==> src/rtl/ifu_fetch.sv <==
// ---------------------------------------------------------------------------
// ifu_fetch -- instruction-fetch stage between the PC unit and the ID stage.
//
// Issues one fetch at a time to instruction memory, loads the returned word
// into the IF/ID pipeline register and tells the PC unit when to advance
// (o_pcwen). A one-entry skid buffer absorbs a response that arrives while
// ID is stalled with IF/ID full. Redirects (i_flush) squash IF/ID, drop any
// buffered word and mark an in-flight response as stale so it is discarded
// when it finally arrives.
//
// Optional build macro: IFU_PERF_EN adds saturating 32-bit counters of
// IF/ID loads (o_perf_fetch) and discarded responses/buffers (o_perf_drop).
//
// Ports:
//   i_clk, i_rst          core clock, synchronous active-high reset
//   i_pc                  current PC from the PC register
//   i_flush               redirect from the branch unit (same cycle)
//   i_stall               ID stage cannot accept, hold IF/ID
//   o_pcwen               PC register write enable (combinational)
//   o_imem_req_valid      fetch request valid (combinational)
//   i_imem_req_ready      imem accepts the request
//   o_imem_addr           fetch address (= i_pc)
//   i_imem_rsp_valid      single-cycle response strobe, no back-pressure
//   i_imem_rsp_data       fetched instruction
//   i_imem_rsp_err        access fault
//   o_ifid_valid/pc/inst/err   IF/ID pipeline register
// ---------------------------------------------------------------------------
module ifu_fetch #(
    parameter int                ADDR_W   = 64,
    parameter int                INST_W   = 32,
    parameter logic [INST_W-1:0] NOP_INST = 32'h00000013
) (
    input  logic              i_clk,
    input  logic              i_rst,
    input  logic [ADDR_W-1:0] i_pc,
    input  logic              i_flush,
    input  logic              i_stall,
    output logic              o_pcwen,
    output logic              o_imem_req_valid,
    input  logic              i_imem_req_ready,
    output logic [ADDR_W-1:0] o_imem_addr,
    input  logic              i_imem_rsp_valid,
    input  logic [INST_W-1:0] i_imem_rsp_data,
    input  logic              i_imem_rsp_err,
    output logic              o_ifid_valid,
    output logic [ADDR_W-1:0] o_ifid_pc,
    output logic [INST_W-1:0] o_ifid_inst,
    output logic              o_ifid_err
`ifdef IFU_PERF_EN
    ,
    output logic [31:0]       o_perf_fetch,
    output logic [31:0]       o_perf_drop
`endif
);

    typedef enum logic [1:0] {
        ST_REQ  = 2'd0,
        ST_WAIT = 2'd1,
        ST_HOLD = 2'd2,
        ST_DROP = 2'd3
    } state_e;

    state_e              state_q, state_d;
    logic [ADDR_W-1:0]   req_pc_q;
    logic [ADDR_W-1:0]   skid_pc_q;
    logic [INST_W-1:0]   skid_inst_q;
    logic                skid_err_q;
    logic                ifid_valid_q;
    logic [ADDR_W-1:0]   ifid_pc_q;
    logic [INST_W-1:0]   ifid_inst_q;
    logic                ifid_err_q;

    logic                req_valid_s;
    logic                hs_s;
    logic                accept_s;
    logic                pcwen_s;
    logic                load_s;
    logic [ADDR_W-1:0]   load_pc_s;
    logic [INST_W-1:0]   load_inst_s;
    logic                load_err_s;
    logic                skid_wr_s;
    logic                drop_s;

    // Request side: a flush retracts the request so the redirect target is fetched next.
    always_comb begin
        req_valid_s = (state_q == ST_REQ) & ~i_flush & ~i_rst;
        hs_s        = req_valid_s & i_imem_req_ready;
        // IF/ID can take a new entry unless ID is stalled on a valid instruction.
        accept_s    = ~(i_stall & ifid_valid_q);
    end

    // Next-state, PC write enable and IF/ID load source selection.
    always_comb begin
        state_d     = state_q;
        pcwen_s     = 1'b0;
        load_s      = 1'b0;
        load_pc_s   = req_pc_q;
        load_inst_s = i_imem_rsp_data;
        load_err_s  = i_imem_rsp_err;
        skid_wr_s   = 1'b0;
        drop_s      = 1'b0;
        if (i_rst) begin
            state_d = ST_REQ;
        end else begin
            case (state_q)
                ST_REQ: begin
                    if (i_flush) begin
                        pcwen_s = 1'b1;
                    end else if (hs_s) begin
                        state_d = ST_WAIT;
                    end else begin
                        state_d = ST_REQ;
                    end
                end
                ST_WAIT: begin
                    if (i_imem_rsp_valid) begin
                        if (i_flush) begin
                            pcwen_s = 1'b1;
                            drop_s  = 1'b1;
                            state_d = ST_REQ;
                        end else if (accept_s) begin
                            load_s  = 1'b1;
                            pcwen_s = 1'b1;
                            state_d = ST_REQ;
                        end else begin
                            skid_wr_s = 1'b1;
                            state_d   = ST_HOLD;
                        end
                    end else if (i_flush) begin
                        pcwen_s = 1'b1;
                        state_d = ST_DROP;
                    end else begin
                        state_d = ST_WAIT;
                    end
                end
                ST_HOLD: begin
                    if (i_flush) begin
                        pcwen_s = 1'b1;
                        drop_s  = 1'b1;
                        state_d = ST_REQ;
                    end else if (~i_stall) begin
                        load_s      = 1'b1;
                        load_pc_s   = skid_pc_q;
                        load_inst_s = skid_inst_q;
                        load_err_s  = skid_err_q;
                        pcwen_s     = 1'b1;
                        state_d     = ST_REQ;
                    end else begin
                        state_d = ST_HOLD;
                    end
                end
                ST_DROP: begin
                    // A stale response that coincides with another flush still ends
                    // the drop; waiting further would deadlock (no request is open).
                    if (i_imem_rsp_valid) begin
                        drop_s  = 1'b1;
                        pcwen_s = i_flush;
                        state_d = ST_REQ;
                    end else if (i_flush) begin
                        pcwen_s = 1'b1;
                        state_d = ST_DROP;
                    end else begin
                        state_d = ST_DROP;
                    end
                end
                default: begin
                    state_d = ST_REQ;
                end
            endcase
        end
    end

    // State, request PC and skid buffer registers.
    always_ff @(posedge i_clk) begin
        if (i_rst) begin
            state_q     <= ST_REQ;
            req_pc_q    <= {ADDR_W{1'b0}};
            skid_pc_q   <= {ADDR_W{1'b0}};
            skid_inst_q <= NOP_INST;
            skid_err_q  <= 1'b0;
        end else begin
            state_q <= state_d;
            if (hs_s) begin
                req_pc_q <= i_pc;
            end
            if (skid_wr_s) begin
                skid_pc_q   <= req_pc_q;
                skid_inst_q <= i_imem_rsp_data;
                skid_err_q  <= i_imem_rsp_err;
            end
        end
    end

    // IF/ID pipeline register: flush beats stall beats load; no load is a bubble.
    always_ff @(posedge i_clk) begin
        if (i_rst) begin
            ifid_valid_q <= 1'b0;
            ifid_pc_q    <= {ADDR_W{1'b0}};
            ifid_inst_q  <= NOP_INST;
            ifid_err_q   <= 1'b0;
        end else if (i_flush) begin
            ifid_valid_q <= 1'b0;
            ifid_inst_q  <= NOP_INST;
            ifid_err_q   <= 1'b0;
        end else if (i_stall & ifid_valid_q) begin
            ifid_valid_q <= ifid_valid_q;
        end else if (load_s) begin
            ifid_valid_q <= 1'b1;
            ifid_pc_q    <= load_pc_s;
            ifid_inst_q  <= load_inst_s;
            ifid_err_q   <= load_err_s;
        end else begin
            ifid_valid_q <= 1'b0;
        end
    end

    assign o_pcwen          = pcwen_s;
    assign o_imem_req_valid = req_valid_s;
    assign o_imem_addr      = i_pc;
    assign o_ifid_valid     = ifid_valid_q;
    assign o_ifid_pc        = ifid_pc_q;
    assign o_ifid_inst      = ifid_inst_q;
    assign o_ifid_err       = ifid_err_q;

`ifdef IFU_PERF_EN
    logic [31:0] perf_fetch_q;
    logic [31:0] perf_drop_q;

    // Saturating performance counters.
    always_ff @(posedge i_clk) begin
        if (i_rst) begin
            perf_fetch_q <= 32'd0;
            perf_drop_q  <= 32'd0;
        end else begin
            if (load_s & ~i_flush & accept_s & (perf_fetch_q != 32'hFFFFFFFF)) begin
                perf_fetch_q <= perf_fetch_q + 32'd1;
            end
            if (drop_s & (perf_drop_q != 32'hFFFFFFFF)) begin
                perf_drop_q <= perf_drop_q + 32'd1;
            end
        end
    end

    assign o_perf_fetch = perf_fetch_q;
    assign o_perf_drop  = perf_drop_q;
`endif

endmodule

==> config.mk <==
export PLATFORM = sky130hd
export DESIGN_NAME = ifu_fetch
export DESIGN_NICKNAME = d
export VERILOG_FILES = /design/src/rtl/ifu_fetch.sv
export SDC_FILE = /design/constraint.sdc
export NUM_CORES = 1
export LEC_CHECK = 0
export BUFFER_PORTS_ARGS = -buffer_cell sky130_fd_sc_hd__buf_4
export CAP_MARGIN = 10
export CELL_PAD_IN_SITES_DETAIL_PLACEMENT = 1
export CELL_PAD_IN_SITES_GLOBAL_PLACEMENT = 1
export CORE_AREA = 2 2 180 182
export CTS_CLUSTER_SIZE = 28
export DETAILED_ROUTE_END_ITERATION = 10
export DIE_AREA = 0 0 182 184
export PLACE_DENSITY = 0.75
export SLEW_MARGIN = 10
export SYNTH_ARGS = -nofsm -noshare
export SYNTH_HDL_FRONTEND = slang
export SYNTH_SLANG_ARGS = --single-unit
==> constraint.sdc <==
create_clock -name i_clk -period 1.8 [get_ports i_clk]
set_clock_uncertainty 0.1 [all_clocks]
set_input_delay 0.27 -clock i_clk [delete_from_list [all_inputs] [get_ports i_clk]]
set_output_delay 0.27 -clock i_clk [all_outputs]
set_load 0.02 [all_outputs]
==> metrics list <==
* Vias in the first global route: 11500
- Yosys printed 0 warnings.
- Violated checks: negative setup slack
* Prevailing post-synth register cell: sky130_fd_sc_hd__dfxtp_1
- Flops & latches, synth: 261
- Die area: between 30000 and 40000 µm²
- The synthesized netlist contains 33 unique library cells.
- Aggregate global-route resource usage: about a quarter
- Area inside the core boundary: 31400 µm²
* Cell Area, Placed: 13500 µm²
* First-pass GRT wire length: 63800 µm
- In the finished design, the share of the clock period the worst path needs comes to 124%.
- The first detailed-routing pass took 4 iterations.
- Remaining design rule violation count: 0
- Total congestion overflow after global routing: 0
- Pin placement for this block handled approximately 270 I/O pins.
- CTS placed an instance of sky130_fd_sc_hd__clkbuf_16 at the clock tree root.
- EDFF count, synth: 0
- The final route contains 10800 vias.
* CTS tree: built
* Setup repair after global routing missed its margin: yes
- At the end of the flow, the number of nets in the layout was 1740.
- Run status: complete, but fails checks
- Drt first-iter violations: 479
- Hold Path Class: in2reg
* Final-report setup violation count: 114
* Critical Path Fanout Max: 3
* Top achievable clock speed: around 450 MHz
- Clock tree synthesis found a total of 261 sinks.
* Mean instance size in the synthesized netlist: roughly 8.5 µm²
- Top-area cell type share of the netlist area: 46.7%
- The worst setup path is launched from a flop.
* Worst slack at placement: -235 ps
* Per-cell routed wire length: 21.2 µm
* Final weighted congestion in routability-driven placement: roughly 0.74
- Sequential cell area fraction in the yosys report: a little under half
- The initialized floorplan defines 65 standard-cell rows.
- Buffers on Ports: 266
- Adding up every negative setup slack in the final design gives -25410 ps.
- Clock slew seen by the registers of the worst setup and hold paths: 60 ps
* Cell Pwr Density: about 800 nW/µm²
- Design area: ~17000 µm²
- Maximum count of clock buffers along a single path: 3
- Initial Utilization: 35.7%
- Measured against its own limit, the worst slew margin works out to 40.1%.
* Cell type with the largest total area after synthesis: sky130_fd_sc_hd__dfxtp_1
- Max H-tree Level: 1
- Detailed placement finished with a half-perimeter wire length of 23200 µm.
* WS Path Type: reg2out
- The number of pins with negative max-slew slack in the final report was 0.
- Across the VDD grid, the largest voltage drop is between 0.0007 and 0.0008 V.
* Horiz. Die Dim: 182 µm
- Dominant cells by area after synthesis: sky130_fd_sc_hd__dfxtp_1 (47%), sky130_fd_sc_hd__nand2_1 (15%), sky130_fd_sc_hd__a21oi_1 (11%)
- In the layout the commonest cells are sky130_fd_sc_hd__nand2_1 (431), sky130_fd_sc_hd__buf_4 (289), sky130_fd_sc_hd__dfxtp_1 (259).
- Number of nets with antenna violations after routing: 0
* Initial antenna violation count: 3
- Signal arrival time at the worst endpoint: 1860 ps
* Clock period minus worst slack: 2230 ps
- Summed over all layers, the routed wires come to approximately 44000 µm.
- Synthesized netlist net count: 1431
- For the pin with the worst max-slew slack, the measured transition is 899 ps.
* Die Y-Extent: 184 µm
* Worst-case setup margin in the final layout: -426 ps
- Leak pwr: about 6.2 nW
- Commonest non-fill, non-tap cell in the layout: sky130_fd_sc_hd__nand2_1
- Instance count of the mapped netlist: 1323
* Maximum capacitance violations: 0
* Fraction of final layout cells with drive strength greater than 1: 38.3%
- The area growth from synthesis to layout is 53.0%.
- The synthesized netlist occupies a cell area of around 11000 µm².
* Clock buffer count from CTS: 29
- Clock latency at the later pin of the worst-skew pair: 570 ps
* Kind of capture point of the worst setup path: output pin
- The final-report hold violation count came to 0.
* Share of flip-flops with an asynchronous set or reset: 0%
- Entering global routing, the biggest net connects between 100 and 150 pins.
* Required time of the critical path: 1430 ps
* Per-cell via count in the routed design: 5.26
-- kinds of logic (layout without fill, tap and decap cells) --
group,after synthesis,in the layout,share of synthesized area [%]
and+or+nand+nor,478,480,16.4
other,0,1,0
AOI/OAI and AO/OA,366,366,24.2
muxes,30,30,2.68
adders and majority gates,5,5,0.559
DFF,261,261,46.7
buffers and inverters,183,512,9.45
-- cell usage after synthesis, types with 2 or more instances --
master                       n
sky130_fd_sc_hd__nand2_1   458
sky130_fd_sc_hd__dfxtp_1   261
sky130_fd_sc_hd__a21oi_1   257
sky130_fd_sc_hd__clkbuf_1   75
sky130_fd_sc_hd__buf_4      69
sky130_fd_sc_hd__a311oi_2   60
sky130_fd_sc_hd__a211oi_2   30
sky130_fd_sc_hd__mux2i_1    30
sky130_fd_sc_hd__buf_2      23
sky130_fd_sc_hd__buf_6      11
sky130_fd_sc_hd__a311oi_1    5
sky130_fd_sc_hd__ha_1        5
sky130_fd_sc_hd__and2_1      4
sky130_fd_sc_hd__a211oi_1    3
sky130_fd_sc_hd__a41oi_1     3
sky130_fd_sc_hd__inv_1       3
sky130_fd_sc_hd__nand3b_1    3
sky130_fd_sc_hd__nor2_1      3
sky130_fd_sc_hd__o21ai_0     3
sky130_fd_sc_hd__buf_1       2
sky130_fd_sc_hd__nand3_1     2
sky130_fd_sc_hd__nor2b_1     2
-- state kept, by name (all words and copies together), names as in the netlist --
register and count:
o_ifid_err 1, skid_pc_q 64, skid_inst_q 32, o_ifid_pc 64, state_q 2, skid_err_q 1, req_pc_q 64, o_ifid_inst 32
o_ifid_valid 1
-- path summary, 6_finish.rpt --
kind	start	end	cells after the start	slack (ps)
setup reg to reg	state_q[0]$_SDFFE_PP0P_	o_ifid_pc[58]$_SDFFE_PP0P_	10	-350
hold / removal	i_imem_rsp_valid	state_q[0]$_SDFFE_PP0P_	4	80
hold reg to reg	skid_pc_q[3]$_SDFFE_PP0P_	skid_pc_q[3]$_SDFFE_PP0P_	2	360
setup / recovery	state_q[0]$_SDFFE_PP0P_	o_pcwen	6	-430
-- cell type report --
type	count	area, µm²
Fill cell	3472	14300
Multi-Input combinational cell	881	5890
Sequential cell	261	5230
Timing Repair Buffer	456	4470
Clock buffer	41	821
Clock inverter	12	184
Tap cell	402	503
Antenna cell	1	2.50
Inverter	3	18.8
-- power by group --
part	internal (mW)	switching (mW)	leakage [nW]	total, mW
Clock	3.76	2.53	0.494	6.29
Sequential	5.84	0.0588	2.11	5.90
Combinational	0.679	0.820	3.64	1.50
-- metrics by stage --
stage | instances | util [%] | hold slack (ps) | total power, mW
floorplan | 1323 | - | 295 | 6.65
global placement | 1857 | 42.9 | 341 | 7.06
detailed placement | 1857 | 42.9 | 347 | 7.08
CTS | 2043 | 52.3 | 58.6 | 13.6
global route | 2057 | 54.5 | 68.4 | 14.1
finish | 2057 | 54.5 | 77.6 | 13.7
-- timing repair --
item | in CTS | in global routing
hold buffers | 100 | 0
setup endpoints to repair | 120 | 109
endpoints found under the hold margin | 112 | 0
gates cloned | 13 | 10
resized for setup | 80 | 126
pin swaps | 28 | 37
buffers inserted | 20 | 10
-- layer usage --
layer  routed length, µm  vias to the layer above  track usage, %
met5                  28                        -               0
met4                1310                        4            7.77
met3                1900                       78            4.30
met2               22600                      270            44.2
met1               17800                     5400            27.8
li1                    -                     5061               -
-- worst max-delay path: stages (launching register included) --
cell	delay [ps]
sky130_fd_sc_hd__dfxtp_4	400
sky130_fd_sc_hd__inv_6	40
sky130_fd_sc_hd__ha_4	240
sky130_fd_sc_hd__inv_2	80
sky130_fd_sc_hd__o21ai_1	120
sky130_fd_sc_hd__a21oi_2	260
sky130_fd_sc_hd__buf_6	160
Power figures use the tool's default switching activity.
